<file path="src/rtl/tick_gen_multi.sv">
// tick_gen_multi: N-channel periodic enable generator.
// Each channel counts through a runtime-loadable divisor and emits a one-cycle
// registered tick when its counter is at zero. A channel can run periodically or
// fire a single tick and then wait to be re-armed. One shared sync_clr restarts
// every channel in phase.
module tick_gen_multi #(
  parameter int                    N_CH     = 3,
  parameter int                    CNT_W    = 24,
  parameter logic [N_CH*CNT_W-1:0] DIV_INIT = {N_CH{CNT_W'(2)}},
  parameter int                    SEL_W    = (N_CH > 1) ? $clog2(N_CH) : 1
) (
  input  logic             clk,
  input  logic             rst_n,
  input  logic [N_CH-1:0]  ch_en,
  input  logic [N_CH-1:0]  oneshot,
  input  logic             sync_clr,
  input  logic             div_wr,
  input  logic [SEL_W-1:0] div_sel,
  input  logic [CNT_W-1:0] div_wdata,
  output logic [N_CH-1:0]  tick,
  output logic [N_CH-1:0]  armed
);

  logic [CNT_W-1:0] div_q  [N_CH];
  logic [CNT_W-1:0] cnt_q  [N_CH];
  logic [CNT_W-1:0] de     [N_CH];
  logic [N_CH-1:0]  wr_hit;
  logic [N_CH-1:0]  restart;
  logic [N_CH-1:0]  at_zero;
  logic [N_CH-1:0]  at_wrap;

  // Per-channel decode: effective divisor (0 behaves as 1), write hit, restart and counter flags.
  // A div_sel beyond the last channel matches no channel, so such a write is ignored.
  always_comb begin
    for (int i = 0; i < N_CH; i++) begin
      de[i]      = (div_q[i] == '0) ? CNT_W'(1) : div_q[i];
      wr_hit[i]  = div_wr && (div_sel == SEL_W'(i));
      restart[i] = sync_clr || !ch_en[i] || wr_hit[i];
      at_zero[i] = (cnt_q[i] == '0);
      at_wrap[i] = (cnt_q[i] >= de[i] - CNT_W'(1));
    end
  end

  // Divisor registers: loaded from DIV_INIT on reset, updated by a div_wr to the channel
  // even when the same edge also restarts or idles that channel.
  always_ff @(posedge clk or negedge rst_n) begin
    if (!rst_n) begin
      for (int i = 0; i < N_CH; i++) begin
        div_q[i] <= DIV_INIT[i*CNT_W +: CNT_W];
      end
    end else begin
      for (int i = 0; i < N_CH; i++) begin
        if (wr_hit[i]) begin
          div_q[i] <= div_wdata;
        end
      end
    end
  end

  // Counter, tick and armed state per channel. Restart (sync_clr, idle, divisor write)
  // wins; a disarmed one-shot holds its count; otherwise the counter wraps with >= so a
  // counter that is somehow above a shrunk divisor still wraps instead of running away.
  always_ff @(posedge clk or negedge rst_n) begin
    if (!rst_n) begin
      for (int i = 0; i < N_CH; i++) begin
        cnt_q[i] <= '0;
      end
      tick  <= '0;
      armed <= '1;
    end else begin
      for (int i = 0; i < N_CH; i++) begin
        if (restart[i]) begin
          cnt_q[i] <= '0;
          tick[i]  <= 1'b0;
          armed[i] <= 1'b1;
        end else if (!armed[i]) begin
          tick[i] <= 1'b0;
          if (!oneshot[i]) begin
            armed[i] <= 1'b1;
          end
        end else begin
          tick[i]  <= at_zero[i];
          cnt_q[i] <= at_wrap[i] ? '0 : cnt_q[i] + CNT_W'(1);
          if (oneshot[i] && at_zero[i]) begin
            armed[i] <= 1'b0;
          end
        end
      end
    end
  end

endmodule

</file>
<file path="config.mk">
export PLATFORM = sky130hd
export DESIGN_NAME = tick_gen_multi
export DESIGN_NICKNAME = d
export VERILOG_FILES = /design/src/rtl/tick_gen_multi.sv
export SDC_FILE = /design/constraint.sdc
export NUM_CORES = 1
export LEC_CHECK = 0
export ABC_AREA = 1
export BUFFER_PORTS_ARGS = -buffer_cell sky130_fd_sc_hd__buf_2
export CAP_MARGIN = 20
export CORE_MARGIN = 8
export CORE_UTILIZATION = 50
export CTS_CLUSTER_DIAMETER = 120
export DETAILED_ROUTE_END_ITERATION = 10
export PLACE_DENSITY = 0.66
export RECOVER_POWER = 100
export SLEW_MARGIN = 20
export SYNTH_ARGS = -nofsm -noshare
export SYNTH_HDL_FRONTEND = slang
export SYNTH_SLANG_ARGS = --single-unit
export TNS_END_PERCENT = 5
</file>
<file path="constraint.sdc">
create_clock -name clk -period 3.2 [get_ports clk]
set_input_delay 0.48 -clock clk [delete_from_list [all_inputs] [get_ports clk]]
set_output_delay 0.48 -clock clk [all_outputs]
set_load 0.005 [all_outputs]
</file>
==> impl_results.md <==
- Register area share after synthesis: 32.9%
- Core Region: 22600 sq um
- Area of the multi-input gates: 7190 sq um
- Worst slew pin tran: 1.83 ns
- CTS tree: yes
- Failing checks: max-capacitance violations, max-slew violations
- Post-synth top area share: 31.5%
- Die Y-Extent: 167 um
- Routed WL: 33300 um
- Crit Reg-Reg Startpoint: div_q[1]$_DFFE_PN1P_
- Vias in the first global route: 10300
- Startpoint types: register
- Die area: 28000 sq um
- WP data arrival: 3.55 ns
- Register area: 3760 sq um
- Final Wtd Congestion: 0.972
- Largest net degree at the start of global routing: 67
- Slew Limit Fails: 166
- #FFs+latches synth: 150
- Cells on worst reg2reg path: 21
- Detailed-route via count: 11000
- DP Area: 12800 sq um
- Most common cell in the netlist: nand2_1
- Hold path start: oneshot[0]
- Final hold violations: 0
- Syn Inst Count: 1571
- Critical R2R Capture: cnt_q[12]$_DFFE_PN0P_
- Worst min-delay path endpoint: armed[0]$_DFF_PN1_
- CP Class: reg2reg
- Top cells by count, synth: 425 x nand2_1, 179 x inv_1, 163 x nor2_1
- Overall global routing resource usage: 23.6%
- Design area: 13900 sq um
- Clock buffer depth: 2
- H-Tree Depth: 4
- Crit-path max FO: 7
- Hold slack: 0.205 ns
- Post-Place Cells: 1985
- Crit path time final: 3.20 ns
- First-pass GRT wire length: 53500 um
- Netlist Area Pre-Place: 11400 sq um
- Post-route non-filler standard cell count: 2039
- Starting Density: 50.7%
- Worst hold path type: in2reg
- Vias per cell: 5.37
- Most used DFF post-synth: dfrtp_1
- P_leak: 0.00676 uW
- Yosys warning count: 0
- Unrepaired setup endpoints after global routing: yes
- Mapped Avg Cell Area: 7.29 sq um
- Maxcap violations: 3
- Initial antenna violation count: 0
- Grt ovf: 0
- TritonCTS Buffers: 17
- Power per cell area: 440 nW/um^2
- I/O Buffers: 41
- Number of synthesized flops with an enable pin: 0
- Clock-pin slew on the worst setup and hold paths: 0.06 ns
- Synth area leaders: dfrtp_1 31%, nand2_1 14%, ha_1 8.9%
- Worst Clk Skew: 0.0166 ns
- Root Buffer: clkbuf_16
- Area grow syn2layout: 21.8%
- Worst Setup End Kind: register
- Fmax: 313 MHz
- WP data required: 3.56 ns
- Peak VDD IR: 0.000306 V
- Net Count, Synth: 1688
- Die width: 167 um
- Worst rel slew slack: -21.9%
- Drt first pass iters: 5
- Final nets: 1858
- I/O Pins: 42
- Area leader, netlist: dfrtp_1
- Share of cells above drive strength 1: 22.6%
- Clock sinks: 150
- HPWL Detailed: 25500 um
- FILL cells: 2047
- Setup Viol. Count Final: 0
- Status: finished with violations
- Ant. Diodes: 0
- Hold depth: 2
- Starting DRT DRC Count: 899
- Synth unique cells: 44
- DRC viols: 0
- Async S/R FF share, synth: 100%
- Flop-to-flop setup slack: 0.004 ns
- Per-cell routed wire length: 16.3 um
- Clk_lat worst skew: 0.44 ns
- Row Count: 55
- Period utilisation layout: 99.9%
- Post-DRT Antenna Nets: 0
==> cells by family after synthesis <==
family	Yosys count	synth area share, %
AND/OR/NAND/NOR	845	34.0
adder cells (fa/ha/maj)	81	8.85
XOR/XNOR	91	6.96
flip-flops	150	32.9
AO/OA/AOI/OAI	188	9.60
buffers and inverters	216	7.76
==> worst max path at each step <==
| stage | startpoint | end |
|---|---|---|
| final | div_q[1]$_DFFE_PN1P_ | cnt_q[12]$_DFFE_PN0P_ |
| after global routing | div_q[45]$_DFFE_PN0P_ | cnt_q[25]$_DFFE_PN0P_ |
| after CTS | div_q[69]$_DFFE_PN0P_ | cnt_q[64]$_DFFE_PN0P_ |
| after detailed placement | div_q[1]$_DFFE_PN1P_ | cnt_q[0]$_DFFE_PN0P_ |
| after global placement | div_q[1]$_DFFE_PN1P_ | cnt_q[0]$_DFFE_PN0P_ |
| after floorplan | div_q[1]$_DFFE_PN1P_ | cnt_q[13]$_DFFE_PN0P_ |
==> per-layer routing <==
| layer | vias to the layer above | wire [um] | global-route usage [%] | part of all wire (%) |
|---|---|---|---|---|
| li1 | 5433 | - | - | - |
| met1 | 5156 | 15500 | 32.5 | 47 |
| met2 | 310 | 15200 | 37.1 | 46 |
| met3 | 52 | 1740 | 3.88 | 5.2 |
| met4 | 0 | 890 | 7.84 | 2.7 |
| met5 | - | 0 | 0 | 0 |
==> placed cells by master (no fill, tap or decap), types with 3 or more instances in the layout <==
| cell type | instances |
|---|---|
| a21o_1 | 4 |
| nor2_1 | 148 |
| o21ai_0 | 90 |
| buf_4 | 128 |
| dfrtp_1 | 144 |
| o21bai_1 | 6 |
| dfstp_2 | 5 |
| nand3_2 | 14 |
| o21ai_1 | 12 |
| nand2_4 | 8 |
| inv_1 | 169 |
| nand3_4 | 5 |
| clkbuf_1 | 9 |
| bufinv_16 | 3 |
| or2_1 | 3 |
| nand3b_1 | 3 |
| clkinv_4 | 3 |
| nand2_2 | 29 |
| buf_12 | 4 |
| ha_1 | 78 |
| a21oi_1 | 33 |
| nor3_1 | 23 |
| xor2_1 | 68 |
| clkbuf_16 | 19 |
| nand2_1 | 411 |
| inv_2 | 17 |
| a21oi_2 | 38 |
| nor3_4 | 5 |
| nor3_2 | 9 |
| buf_2 | 36 |
| nor4_1 | 12 |
| nand4_1 | 57 |
| nor2_4 | 16 |
| nand3_1 | 59 |
| clkinvlp_4 | 3 |
| nor2_2 | 26 |
| or2_2 | 5 |
| xnor2_1 | 21 |
| ha_4 | 3 |
==> registers in the layout, indices dropped and copies added (netlist names) <==
signal and flops:
armed 3, cnt_q 72, div_q 72, tick 3
==> what timing repair did <==
action	in CTS	in global routing
resized for setup	11	95
buffers inserted	2	19
pin swaps	2	50
setup endpoints to repair	57	72
hold buffers	0	0
gates cloned	0	2
==> power by group <==
part           switching [uW]  leakage (uW)  total [uW]  internal, uW
sequential                106       0.00197        2160          2060
combinational            1080       0.00451        1870           792
clock                     852      0.000284        2100          1250
==> worst max-delay path, cell delays in order (launching register included) <==
cell and delay (ns):
dfstp_2 0.54, inv_2 0.05, nand2_4 0.07, nor3_4 0.05, nand4_4 0.07, nand2_2 0.07, inv_2 0.08, ha_4 0.15
nand3_4 0.09, nor4_4 0.24, buf_4 0.18, nand4_1 0.09, xor2_1 0.18, ha_1 0.31, nand4_1 0.15, a21oi_1 0.06
nor2_1 0.16, nand2_2 0.08, nor2_4 0.13, nand2_4 0.08, clkbuf_16 0.17, a21oi_2 0.11
==> per-stage QoR <==
stage / total power, uW / setup WS (ns) / utilization, % / TNS, ns
CTS: 5950 / -0.00705 / 59.6 / -0.0227
finish: 6140 / 0.00375 / 61.8 / 0
detailed placement: 3820 / -0.200 / 56.5 / -4.30
floorplan: 3120 / 0.0738 / - / 0
global placement: 3790 / -0.0995 / 56.5 / -1.74
global route: 6450 / -0.209 / 61.8 / -10.28
==> final cells by class <==
type | count | area share (%)
timing repair buffer | 181 | 9.59
clock inverter | 11 | 1.09
tap | 285 | 2.56
sequential | 150 | 27.0
clock buffer | 21 | 3.23
multi-input combinational | 1205 | 51.5
inverter | 186 | 5.01
Note: power is estimated with default switching activity, not from simulation.
